File: src/rtl/ram_cycle_ctl_if.sv
// Signal bundle between the FSB chip-select decode and the DRAM cycle sequencer,
// plus the sequencer's debug taps (current FSM state and refresh debt).
//
// Handshake: a request is ASActive && RAMCS sampled on a rising CLK edge while
// the sequencer is IDLE (or latched by it when refresh preempts). There is no
// request-side ready; RAMReady is a one-cycle pulse telling the FSB it may end
// the cycle, and the cycle is closed by ASInactive sampled high while in HOLD.
interface ram_cycle_ctl_if;
  logic       RAMCS;
  logic       ASActive;
  logic       ASInactive;
  logic       nWE;
  logic       nUDS;
  logic       nLDS;
  logic       nRAS;
  logic       nCAS;
  logic       RAMuxCol;
  logic       nRAMUWE;
  logic       nRAMLWE;
  logic       RAMReady;
  logic       RefBusy;
  logic [2:0] dbg_state;
  logic [1:0] dbg_pending;

  modport slave (
    input  RAMCS, ASActive, ASInactive, nWE, nUDS, nLDS,
    output nRAS, nCAS, RAMuxCol, nRAMUWE, nRAMLWE, RAMReady, RefBusy,
           dbg_state, dbg_pending
  );

  modport master (
    output RAMCS, ASActive, ASInactive, nWE, nUDS, nLDS,
    input  nRAS, nCAS, RAMuxCol, nRAMUWE, nRAMLWE, RAMReady, RefBusy,
           dbg_state, dbg_pending
  );
endinterface

File: src/rtl/ram_cycle_ctl.sv
// DRAM cycle sequencer for the FSB RAM window: RAS/CAS/mux/WE timing, a one-cycle
// RAMReady, and CAS-before-RAS refresh driven by a free-running timer.
module ram_cycle_ctl #(
  parameter int RefPeriod = 16,
  parameter int RefUrgent = 2,
  parameter int RefRASCyc = 2,
  parameter int PreCyc    = 2
) (
  input  logic           CLK,
  input  logic           nRES,
  ram_cycle_ctl_if.slave bus
);

  localparam logic [2:0] S_IDLE = 3'd0;
  localparam logic [2:0] S_RAS  = 3'd1;
  localparam logic [2:0] S_CAS  = 3'd2;
  localparam logic [2:0] S_HOLD = 3'd3;
  localparam logic [2:0] S_PRE  = 3'd4;
  localparam logic [2:0] S_RCAS = 3'd5;
  localparam logic [2:0] S_RRAS = 3'd6;
  localparam logic [2:0] S_RPRE = 3'd7;

  localparam int              TW         = (RefPeriod > 1) ? $clog2(RefPeriod) : 1;
  localparam logic [TW-1:0]   TIMER_LAST = TW'(RefPeriod - 1);
  localparam logic [7:0]      RRAS_LAST  = 8'(RefRASCyc - 1);
  localparam logic [7:0]      PRE_LAST   = 8'(PreCyc - 1);
  localparam logic [2:0]      URGENT     = 3'(RefUrgent);

  logic [2:0]    r_state;
  logic [2:0]    w_next;
  logic [7:0]    r_cnt;
  logic [TW-1:0] r_timer;
  logic [1:0]    r_pending;
  logic          r_cpu_wait;

  logic r_nras, r_ncas, r_mux, r_nuwe, r_nlwe, r_ready, r_refbusy;
  logic w_nras, w_ncas, w_mux, w_nuwe, w_nlwe, w_ready, w_refbusy;

  logic w_start;
  logic w_urgent;
  logic w_tc;
  logic w_dec;

  assign w_start  = bus.ASActive && bus.RAMCS;
  assign w_urgent = ({1'b0, r_pending} >= URGENT);
  assign w_tc     = (r_timer == TIMER_LAST);
  // Debt is paid when the RAS-low phase of a refresh ends, not when the sequence starts.
  assign w_dec    = (r_state == S_RRAS) && (r_cnt == RRAS_LAST) && (r_pending != 2'd0);

  always_comb begin
    w_next = r_state;
    case (r_state)
      S_IDLE: begin
        if (w_start) begin
          w_next = w_urgent ? S_RCAS : S_RAS;
        end else if (r_pending != 2'd0) begin
          w_next = S_RCAS;
        end
      end
      S_RAS:  w_next = S_CAS;
      S_CAS:  w_next = S_HOLD;
      S_HOLD: begin
        if (bus.ASInactive) w_next = S_PRE;
      end
      S_PRE: begin
        if (r_cnt == PRE_LAST) w_next = r_cpu_wait ? S_RAS : S_IDLE;
      end
      S_RCAS: w_next = S_RRAS;
      S_RRAS: begin
        if (r_cnt == RRAS_LAST) w_next = S_RPRE;
      end
      S_RPRE: begin
        if (r_cnt == PRE_LAST) w_next = r_cpu_wait ? S_RAS : S_IDLE;
      end
      default: w_next = S_IDLE;
    endcase
  end

  // Outputs are decoded from the next state so every strobe is a plain flop.
  always_comb begin
    w_nras    = 1'b1;
    w_ncas    = 1'b1;
    w_mux     = 1'b0;
    w_nuwe    = 1'b1;
    w_nlwe    = 1'b1;
    w_ready   = 1'b0;
    w_refbusy = 1'b0;
    case (w_next)
      S_RAS: begin
        w_nras = 1'b0;
      end
      S_CAS: begin
        w_nras  = 1'b0;
        w_ncas  = 1'b0;
        w_mux   = 1'b1;
        w_ready = 1'b1;
        if (!bus.nWE) begin
          w_nuwe = bus.nUDS;
          w_nlwe = bus.nLDS;
        end
      end
      S_HOLD: begin
        w_nras = 1'b0;
        w_ncas = 1'b0;
        w_mux  = 1'b1;
        w_nuwe = r_nuwe;
        w_nlwe = r_nlwe;
      end
      S_RCAS: begin
        w_ncas    = 1'b0;
        w_refbusy = 1'b1;
      end
      S_RRAS: begin
        w_nras    = 1'b0;
        w_ncas    = 1'b0;
        w_refbusy = 1'b1;
      end
      S_RPRE: begin
        w_refbusy = 1'b1;
      end
      default: begin
        w_nras = 1'b1;
      end
    endcase
  end

  always_ff @(posedge CLK or negedge nRES) begin
    if (!nRES) begin
      r_state    <= S_IDLE;
      r_cnt      <= 8'd0;
      r_timer    <= '0;
      r_pending  <= 2'd0;
      r_cpu_wait <= 1'b0;
      r_nras     <= 1'b1;
      r_ncas     <= 1'b1;
      r_mux      <= 1'b0;
      r_nuwe     <= 1'b1;
      r_nlwe     <= 1'b1;
      r_ready    <= 1'b0;
      r_refbusy  <= 1'b0;
    end else begin
      r_state <= w_next;
      r_cnt   <= (w_next == r_state) ? r_cnt + 8'd1 : 8'd0;
      r_timer <= w_tc ? '0 : r_timer + TW'(1);

      if (w_tc && !w_dec) begin
        if (r_pending != 2'd3) r_pending <= r_pending + 2'd1;
      end else if (w_dec && !w_tc) begin
        r_pending <= r_pending - 2'd1;
      end

      // A CPU start that loses to urgent refresh is remembered and served after RPRE.
      if (r_state == S_IDLE && w_start && w_urgent) begin
        r_cpu_wait <= 1'b1;
      end else if (w_next == S_RAS) begin
        r_cpu_wait <= 1'b0;
      end

      r_nras    <= w_nras;
      r_ncas    <= w_ncas;
      r_mux     <= w_mux;
      r_nuwe    <= w_nuwe;
      r_nlwe    <= w_nlwe;
      r_ready   <= w_ready;
      r_refbusy <= w_refbusy;
    end
  end

  assign bus.nRAS        = r_nras;
  assign bus.nCAS        = r_ncas;
  assign bus.RAMuxCol    = r_mux;
  assign bus.nRAMUWE     = r_nuwe;
  assign bus.nRAMLWE     = r_nlwe;
  assign bus.RAMReady    = r_ready;
  assign bus.RefBusy     = r_refbusy;
  assign bus.dbg_state   = r_state;
  assign bus.dbg_pending = r_pending;

endmodule

File: src/flat_wrapper.sv
// flat-port wrapper written by rule: the top's interface ports become plain ports
module ram_cycle_ctl_flat 
#(
  parameter int RefPeriod = 16,
  parameter int RefUrgent = 2,
  parameter int RefRASCyc = 2,
  parameter int PreCyc    = 2
)
  (CLK, nRES, bus_RAMCS, bus_ASActive, bus_ASInactive, bus_nWE, bus_nUDS, bus_nLDS, bus_nRAS, bus_nCAS, bus_RAMuxCol, bus_nRAMUWE, bus_nRAMLWE, bus_RAMReady, bus_RefBusy, bus_dbg_state, bus_dbg_pending);
  ram_cycle_ctl_if bus_i ();
  input  logic CLK;
  input  logic nRES;
  input wire logic [$bits(bus_i.RAMCS)-1:0] bus_RAMCS;
  input wire logic [$bits(bus_i.ASActive)-1:0] bus_ASActive;
  input wire logic [$bits(bus_i.ASInactive)-1:0] bus_ASInactive;
  input wire logic [$bits(bus_i.nWE)-1:0] bus_nWE;
  input wire logic [$bits(bus_i.nUDS)-1:0] bus_nUDS;
  input wire logic [$bits(bus_i.nLDS)-1:0] bus_nLDS;
  output wire logic [$bits(bus_i.nRAS)-1:0] bus_nRAS;
  output wire logic [$bits(bus_i.nCAS)-1:0] bus_nCAS;
  output wire logic [$bits(bus_i.RAMuxCol)-1:0] bus_RAMuxCol;
  output wire logic [$bits(bus_i.nRAMUWE)-1:0] bus_nRAMUWE;
  output wire logic [$bits(bus_i.nRAMLWE)-1:0] bus_nRAMLWE;
  output wire logic [$bits(bus_i.RAMReady)-1:0] bus_RAMReady;
  output wire logic [$bits(bus_i.RefBusy)-1:0] bus_RefBusy;
  output wire logic [$bits(bus_i.dbg_state)-1:0] bus_dbg_state;
  output wire logic [$bits(bus_i.dbg_pending)-1:0] bus_dbg_pending;
  assign bus_i.RAMCS = bus_RAMCS;
  assign bus_i.ASActive = bus_ASActive;
  assign bus_i.ASInactive = bus_ASInactive;
  assign bus_i.nWE = bus_nWE;
  assign bus_i.nUDS = bus_nUDS;
  assign bus_i.nLDS = bus_nLDS;
  assign bus_nRAS = bus_i.nRAS;
  assign bus_nCAS = bus_i.nCAS;
  assign bus_RAMuxCol = bus_i.RAMuxCol;
  assign bus_nRAMUWE = bus_i.nRAMUWE;
  assign bus_nRAMLWE = bus_i.nRAMLWE;
  assign bus_RAMReady = bus_i.RAMReady;
  assign bus_RefBusy = bus_i.RefBusy;
  assign bus_dbg_state = bus_i.dbg_state;
  assign bus_dbg_pending = bus_i.dbg_pending;
  ram_cycle_ctl #(.RefPeriod(RefPeriod), .RefUrgent(RefUrgent), .RefRASCyc(RefRASCyc), .PreCyc(PreCyc)) u_core (.CLK(CLK), .nRES(nRES), .bus(bus_i));
endmodule
File: config.mk
export PLATFORM = sky130hd
export DESIGN_NAME = ram_cycle_ctl_flat
export DESIGN_NICKNAME = d
export VERILOG_FILES = /design/src/rtl/ram_cycle_ctl_if.sv /design/src/rtl/ram_cycle_ctl.sv /design/src/flat_wrapper.sv
export SDC_FILE = /design/constraint.sdc
export NUM_CORES = 1
export LEC_CHECK = 0
export BUFFER_PORTS_ARGS = -buffer_cell sky130_fd_sc_hd__buf_4
export CAP_MARGIN = 20
export CORE_UTILIZATION = 38
export CTS_CLUSTER_DIAMETER = 100
export DETAILED_ROUTE_END_ITERATION = 6
export PLACE_DENSITY = 0.6
export SYNTH_ARGS = -nofsm -noshare
export SYNTH_HDL_FRONTEND = slang
export SYNTH_SLANG_ARGS = --single-unit
File: constraint.sdc
create_clock -name CLK -period 5.5 [get_ports CLK]
set_input_delay 0.275 -clock CLK [delete_from_list [all_inputs] [get_ports CLK]]
set_output_delay 0.275 -clock CLK [all_outputs]
set_load 0.005 [all_outputs]
* Word-level counts from Yosys, hierarchy flattened
Index checks and enable logic that the tools add are counted.
** Word-level totals
- Bits in registers :: 25
- Input port bits :: 8
- Logic and storage cells :: 78
- Output and inout port bits :: 12
** Cells by class
- Reductions and logical operators :: 19
- Order comparisons :: 1
- Equality and inequality tests :: 18
- Add/sub/neg operators :: 4
- Muxes and demuxes :: 24
** Operator list (number)
- == test 3 bit, second input constant :: 7
- one-hot mux 3 bit (7 select lines) :: 1
- 2-to-1 mux 3 bit :: 6
- == test 3 x 2 -> 1 bit, second input constant :: 4
- 2-to-1 mux 1 bit :: 10
- adder 8 x 1 -> 8 bit, second input constant :: 1
- == test 8 x 1 -> 1 bit, second input constant :: 1
- 2-to-1 mux 8 bit :: 1
- OR reduction 4 bit :: 2
- logical AND 1 bit :: 7
- == test 3 x 1 -> 1 bit, second input constant :: 2
- 2-to-1 mux 2 bit :: 3
- nonzero test 2 bit :: 3
- adder 4 x 1 -> 4 bit, second input constant :: 1
- == test 4 bit, second input constant :: 1
- 2-to-1 mux 4 bit :: 1
- != test 2 bit, second input constant :: 2
- one-hot mux 1 bit (2 select lines) :: 2
- OR reduction 2 bit :: 2
- == test 3 bit :: 1
- zero test 3 bit :: 1
- OR reduction 3 bit :: 1
- adder 2 x 1 -> 2 bit, second input constant :: 1
- greater-or-equal comparator 2 bit, second input constant :: 1
- 3 further kinds :: 4

* Logic depth before layout (Yosys ltp)
- Depth after elaboration :: 7
- Mapped depth :: 8
- Depth with buffers taken out :: 8

* Worst setup path before layout
No wires, ideal clock.
- Kind :: reg2reg
- Start :: register u_core.r_cnt[1]
- End :: register u_core.r_cpu_wait
- Required time :: 5.369 ns
- Path buffers :: 0
- Path slack :: 3.635 ns
- Cell stages (with the launch flop) :: 8
- Setup time :: 0.131 ns
- Data arrival time :: 1.734 ns
- Period minus slack after synthesis :: 1.865 ns
- Cells stage by stage :: dfrtp_1 -> inv_1 -> ha_1 -> nor3b_2 -> a21boi_2 -> or3_4 -> a2111oi_4 -> a21oi_1
** On the way
- Cells in the longest elaborated chain, start to end :: 5
- Elaborated cells between the ends (all ways) :: 6
** Ends and longest elaborated chain
- start: declaration :: line ram_cycle_ctl.sv:31 : logic [7:0] r_cnt;
- start signal: assignment :: line ram_cycle_ctl.sv:143 : r_cnt <= (w_next == r_state) ? r_cnt + 8'd1 : 8'd0;
- == test 8 x 1 -> 1 bit (*) :: line ram_cycle_ctl.sv:66, ram_cycle_ctl.sv:70, ram_cycle_ctl.sv:73
- 2-to-1 mux 3 bit, on equally long branches :: line ram_cycle_ctl.sv:66, ram_cycle_ctl.sv:73, ram_cycle_ctl.sv:70
- one-hot mux 3 bit (7 select lines) (*) :: line ram_cycle_ctl.sv:52 : case (r_state)
- net u_core.w_next[2] :: line ram_cycle_ctl.sv:30 : logic [2:0] w_next;
- == test 3 x 1 -> 1 bit (*) :: line ram_cycle_ctl.sv:155 : end else if (w_next == S_RAS) begin
- nonzero test 2 bit (no source line) (*)
- end signal: assignment :: line ram_cycle_ctl.sv:133 : r_cpu_wait <= 1'b0;
- end signal: assignment :: line ram_cycle_ctl.sv:154 : r_cpu_wait <= 1'b1;
- end signal: assignment :: line ram_cycle_ctl.sv:156 : r_cpu_wait <= 1'b0;
- end: declaration :: line ram_cycle_ctl.sv:34 : logic r_cpu_wait;
Mark *: on every way through the listed nets, which the timed path passes. The rest lies on a longest branch.
A chain may end at the register's enable or synchronous reset.

* Worst setup path in the final report
- Start :: register u_core.r_pending[1], in the netlist u_core.bus.dbg_pending[1]
- End :: register u_core.r_cnt[5]
** On the way
- Cells in the longest elaborated chain, start to end :: 6
- Elaborated cells between the ends (all ways) :: 8
** Ends and longest elaborated chain
- start: declaration :: line ram_cycle_ctl.sv:33 : logic [1:0] r_pending;
- start signal: assignment :: line ram_cycle_ctl.sv:147 : if (r_pending != 2'd3) r_pending <= r_pending + 2'd1;
- start signal: assignment :: line ram_cycle_ctl.sv:149 : r_pending <= r_pending - 2'd1;
- greater-or-equal comparator 2 bit or nonzero test 2 bit (tied branches) :: line ram_cycle_ctl.sv:45, ram_cycle_ctl.sv:56
- 2-to-1 mux 3 bit, on equally long branches :: line ram_cycle_ctl.sv:55, ram_cycle_ctl.sv:56
- 2-to-1 mux 3 bit (*) :: line ram_cycle_ctl.sv:54 : if (w_start) begin
- one-hot mux 3 bit (7 select lines) (*) :: line ram_cycle_ctl.sv:52
- == test 3 bit (*) :: line ram_cycle_ctl.sv:143
- 2-to-1 mux 8 bit (*) :: line ram_cycle_ctl.sv:143
Every way passes the cells marked *; elsewhere a longest branch is shown, timed or not.

==> impl_metrics.env <==
export IMPL_status="finished, final reports clean"
export IMPL_crit_required_ps=5750
export IMPL_netlist_area_um2=1340
export IMPL_io_pins=20
export IMPL_report_final_slew_viol_count=0
export IMPL_clk_latency_ps=310
export IMPL_r2r_end="u_core.r_cnt[5]$_DFF_PN0_"
export IMPL_synth_area_top_cells="dfrtp_1 (39%), dfstp_2 (7.9%), a21oi_1 (3.7%)"
export IMPL_postCtsSetupBuffers=0
export IMPL_die_width_um=61.3
export IMPL_synth_nets=139
export IMPL_setup_ws_ps=3420
export IMPL_hp_class="in2reg"
export IMPL_dieArea_um2=3750
export IMPL_synth_cell_types=45
export IMPL_hold_buffers=1
export IMPL_timing_final_crit_share=0.378
export IMPL_port_buffers=19
export IMPL_diodes=0
export IMPL_critPathMaxFanout=11
export IMPL_cts_root_buf="clkbuf_4"
export IMPL_synth_top_area_frac=0.394
export IMPL_postSynthCellCount=128
export IMPL_overflow=0
export IMPL_final_hold_violation_count=0
export IMPL_ir_drop_uv=327
export IMPL_dr_pass1_iters=4
export IMPL_synth_area_per_cell_um2=10.4
export IMPL_reg2reg_slack_ps=3420
export IMPL_yosysWarnings=0
export IMPL_cts_tree="yes"
export IMPL_ff2ff_path_depth=5
export IMPL_finalClockSkew_ps=6.61
export IMPL_h_tree_depth=1
export IMPL_worst_setup_path_start_kind="flip-flop"
export IMPL_first_global_vias=902
export IMPL_final_nets=158
export IMPL_hpwl_um=1870
export IMPL_grtUsageTotal=0.147
export IMPL_detailedPlace_worstSlack_ps=3460
export IMPL_cp_end_kind="flip-flop"
export IMPL_power_density_nw_per_um2=423
export IMPL_fmax_mhz=481
export IMPL_p_leak_nw=0.663
export IMPL_yosysTopAreaCell="dfrtp_1"
export IMPL_syn_to_final_growth_pct=14.4
export IMPL_routedWlPerCell_um=13.2
export IMPL_drt_iter0_drc=15
export IMPL_grt_setup_unrepaired="no"
export IMPL_period_minus_slack_ps=2080
export IMPL_holdCritStartpoint="bus_nUDS"
export IMPL_n_fill_cell=344
export IMPL_synth_seq_cells=25
export IMPL_worst_pin_slew_ps=460
export IMPL_critical_path_class="reg2reg"
export IMPL_relSlewSlack=0.693
export IMPL_maxCapViolCount=0
export IMPL_antenna_found_initial=0
export IMPL_clockBufferDepth=2
export IMPL_fp_row_count=21
export IMPL_cts_sinks=25
export IMPL_routed_wirelength_um=2540
export IMPL_grt_max_degree=26
export IMPL_cts_resized=0
export IMPL_place_congestion=0.800
export IMPL_numCtsBuffers=3
export IMPL_arrival_ps=2330
export IMPL_min_to="u_core.bus.nRAMUWE$_DFFE_PN1P_"
export IMPL_finalSetupViolations=0
export IMPL_holdPathStages=2
export IMPL_grt_pass1_wl_um=3990
export IMPL_r2r_start="u_core.bus.dbg_pending[1]$_DFFE_PN0P_"
export IMPL_drc=0
export IMPL_vias=997
export IMPL_timing_setup_tns_ps=0
export IMPL_core_um2=3360
export IMPL_antenna_left=0
export IMPL_initial_core_util=0.397
export IMPL_worstSetupStartpoint="u_core.bus.dbg_pending[1]$_DFFE_PN0P_"
export IMPL_ys_seq_area_frac=0.472
export IMPL_clk_pin_slew_ps=130
export IMPL_drive_above_1_share=0.308
export IMPL_die_y_um=61.3
export IMPL_viasPerCell=5.19
report_power, final:
part / leakage [nW] / internal, mW / switching (mW)
clock: 0.0150 / 0.0283 / 0.0521
sequential: 0.308 / 0.228 / 0.0546
combinational: 0.340 / 0.129 / 0.154
through the flow:
stage	power, mW	hold slack [ps]	std cells	area (µm²)	util
3_5_place_dp	0.573	199	187	1490	0.443
2_1_floorplan	0.500	-20.6	128	1340	-
3_3_place_gp	0.568	196	187	1490	0.443
6_report	0.646	194	192	1530	0.454
4_1_cts	0.656	185	192	1530	0.454
5_1_grt	0.695	174	192	1530	0.454
per-layer routing:
| metal | vias up | global-route usage | share of wire |
|---|---|---|---|
| met2 | 21 | 0.256 | 0.52 |
| met5 | - | 0 | 0 |
| met4 | 0 | 0.0292 | 0.0079 |
| li1 | 486 | - | - |
| met3 | 2 | 0.0483 | 0.045 |
| met1 | 488 | 0.177 | 0.43 |
synth_stat cells, drive strengths merged:
cell and number:
dfrtp 21, nor2 15, a21oi 11, nand2 7, inv 6, buf 5
nand3 5, dfstp 4, o21ai 4, or3 4, xor2 4, a21boi 3
ha 3, nand2b 3, nor3 3, xnor2 3, a31oi 2, and3 2
nand3b 2, nor2b 2, nor4 2, o22a 2, or2 2, a2111oi 1
a211o 1, a31o 1, a41oi 1, clkbuf 1, mux2i 1, nand4 1
nand4b 1, nor3b 1, o21a 1, o311ai 1, o31ai 1, or4 1
sequential cells by signal, indices dropped and copies added, names as in the netlist:
| name | count |
|---|---|
| u_core.bus.RAMReady | 1 |
| u_core.bus.RAMuxCol | 1 |
| u_core.bus.RefBusy | 1 |
| u_core.bus.dbg_pending | 2 |
| u_core.bus.dbg_state | 3 |
| u_core.bus.nCAS | 1 |
| u_core.bus.nRAMLWE | 1 |
| u_core.bus.nRAMUWE | 1 |
| u_core.bus.nRAS | 1 |
| u_core.r_cnt | 8 |
| u_core.r_cpu_wait | 1 |
| u_core.r_timer | 4 |
cell type report:
class | count | area (µm²) | area share
Clock buffer | 4 | 26.3 | 0.0172
Inverter | 6 | 22.5 | 0.0147
Tap cell | 46 | 57.6 | 0.0377
Timing Repair Buffer | 20 | 153 | 0.0999
Multi-Input combinational cell | 91 | 638 | 0.418
Sequential cell | 25 | 631 | 0.413
cell families after synthesis:
logic type,share of synthesized area
buffers and inverters,0.0497
adder cells (fa/ha/maj),0.0281
XOR/XNOR,0.0459
AO/OA/AOI/OAI,0.159
AND/OR/NAND/NOR,0.237
multiplexers,0.00750
flip-flops,0.472
cells in the final DEF, fill, tap and decap left out, types with 4 or more instances in the layout:
master / instances
dfrtp_1: 21
buf_4: 19
a21oi_1: 10
nor2_1: 7
nand2_1: 7
nor2_2: 7
inv_1: 6
nand3_1: 5
xor2_1: 4
o21ai_0: 4
dfstp_2: 4
worst max-delay path, stage by stage (launching register included):
cell and delay (ps):
dfrtp_1 520, or4_4 570, a21oi_2 130, nor4_1 60, or3_1 570, nor2_2 170
worst max-delay path by stage:
stage	endpoint
after floorplan	u_core.r_cpu_wait$_DFFE_PN0P_
after global placement	u_core.r_cnt[5]$_DFF_PN0_
after detailed placement	u_core.r_cnt[5]$_DFF_PN0_
after CTS	u_core.r_cnt[5]$_DFF_PN0_
after global routing	u_core.r_cnt[5]$_DFF_PN0_
final	u_core.r_cnt[5]$_DFF_PN0_
Note: power is estimated with default switching activity, not from simulation.
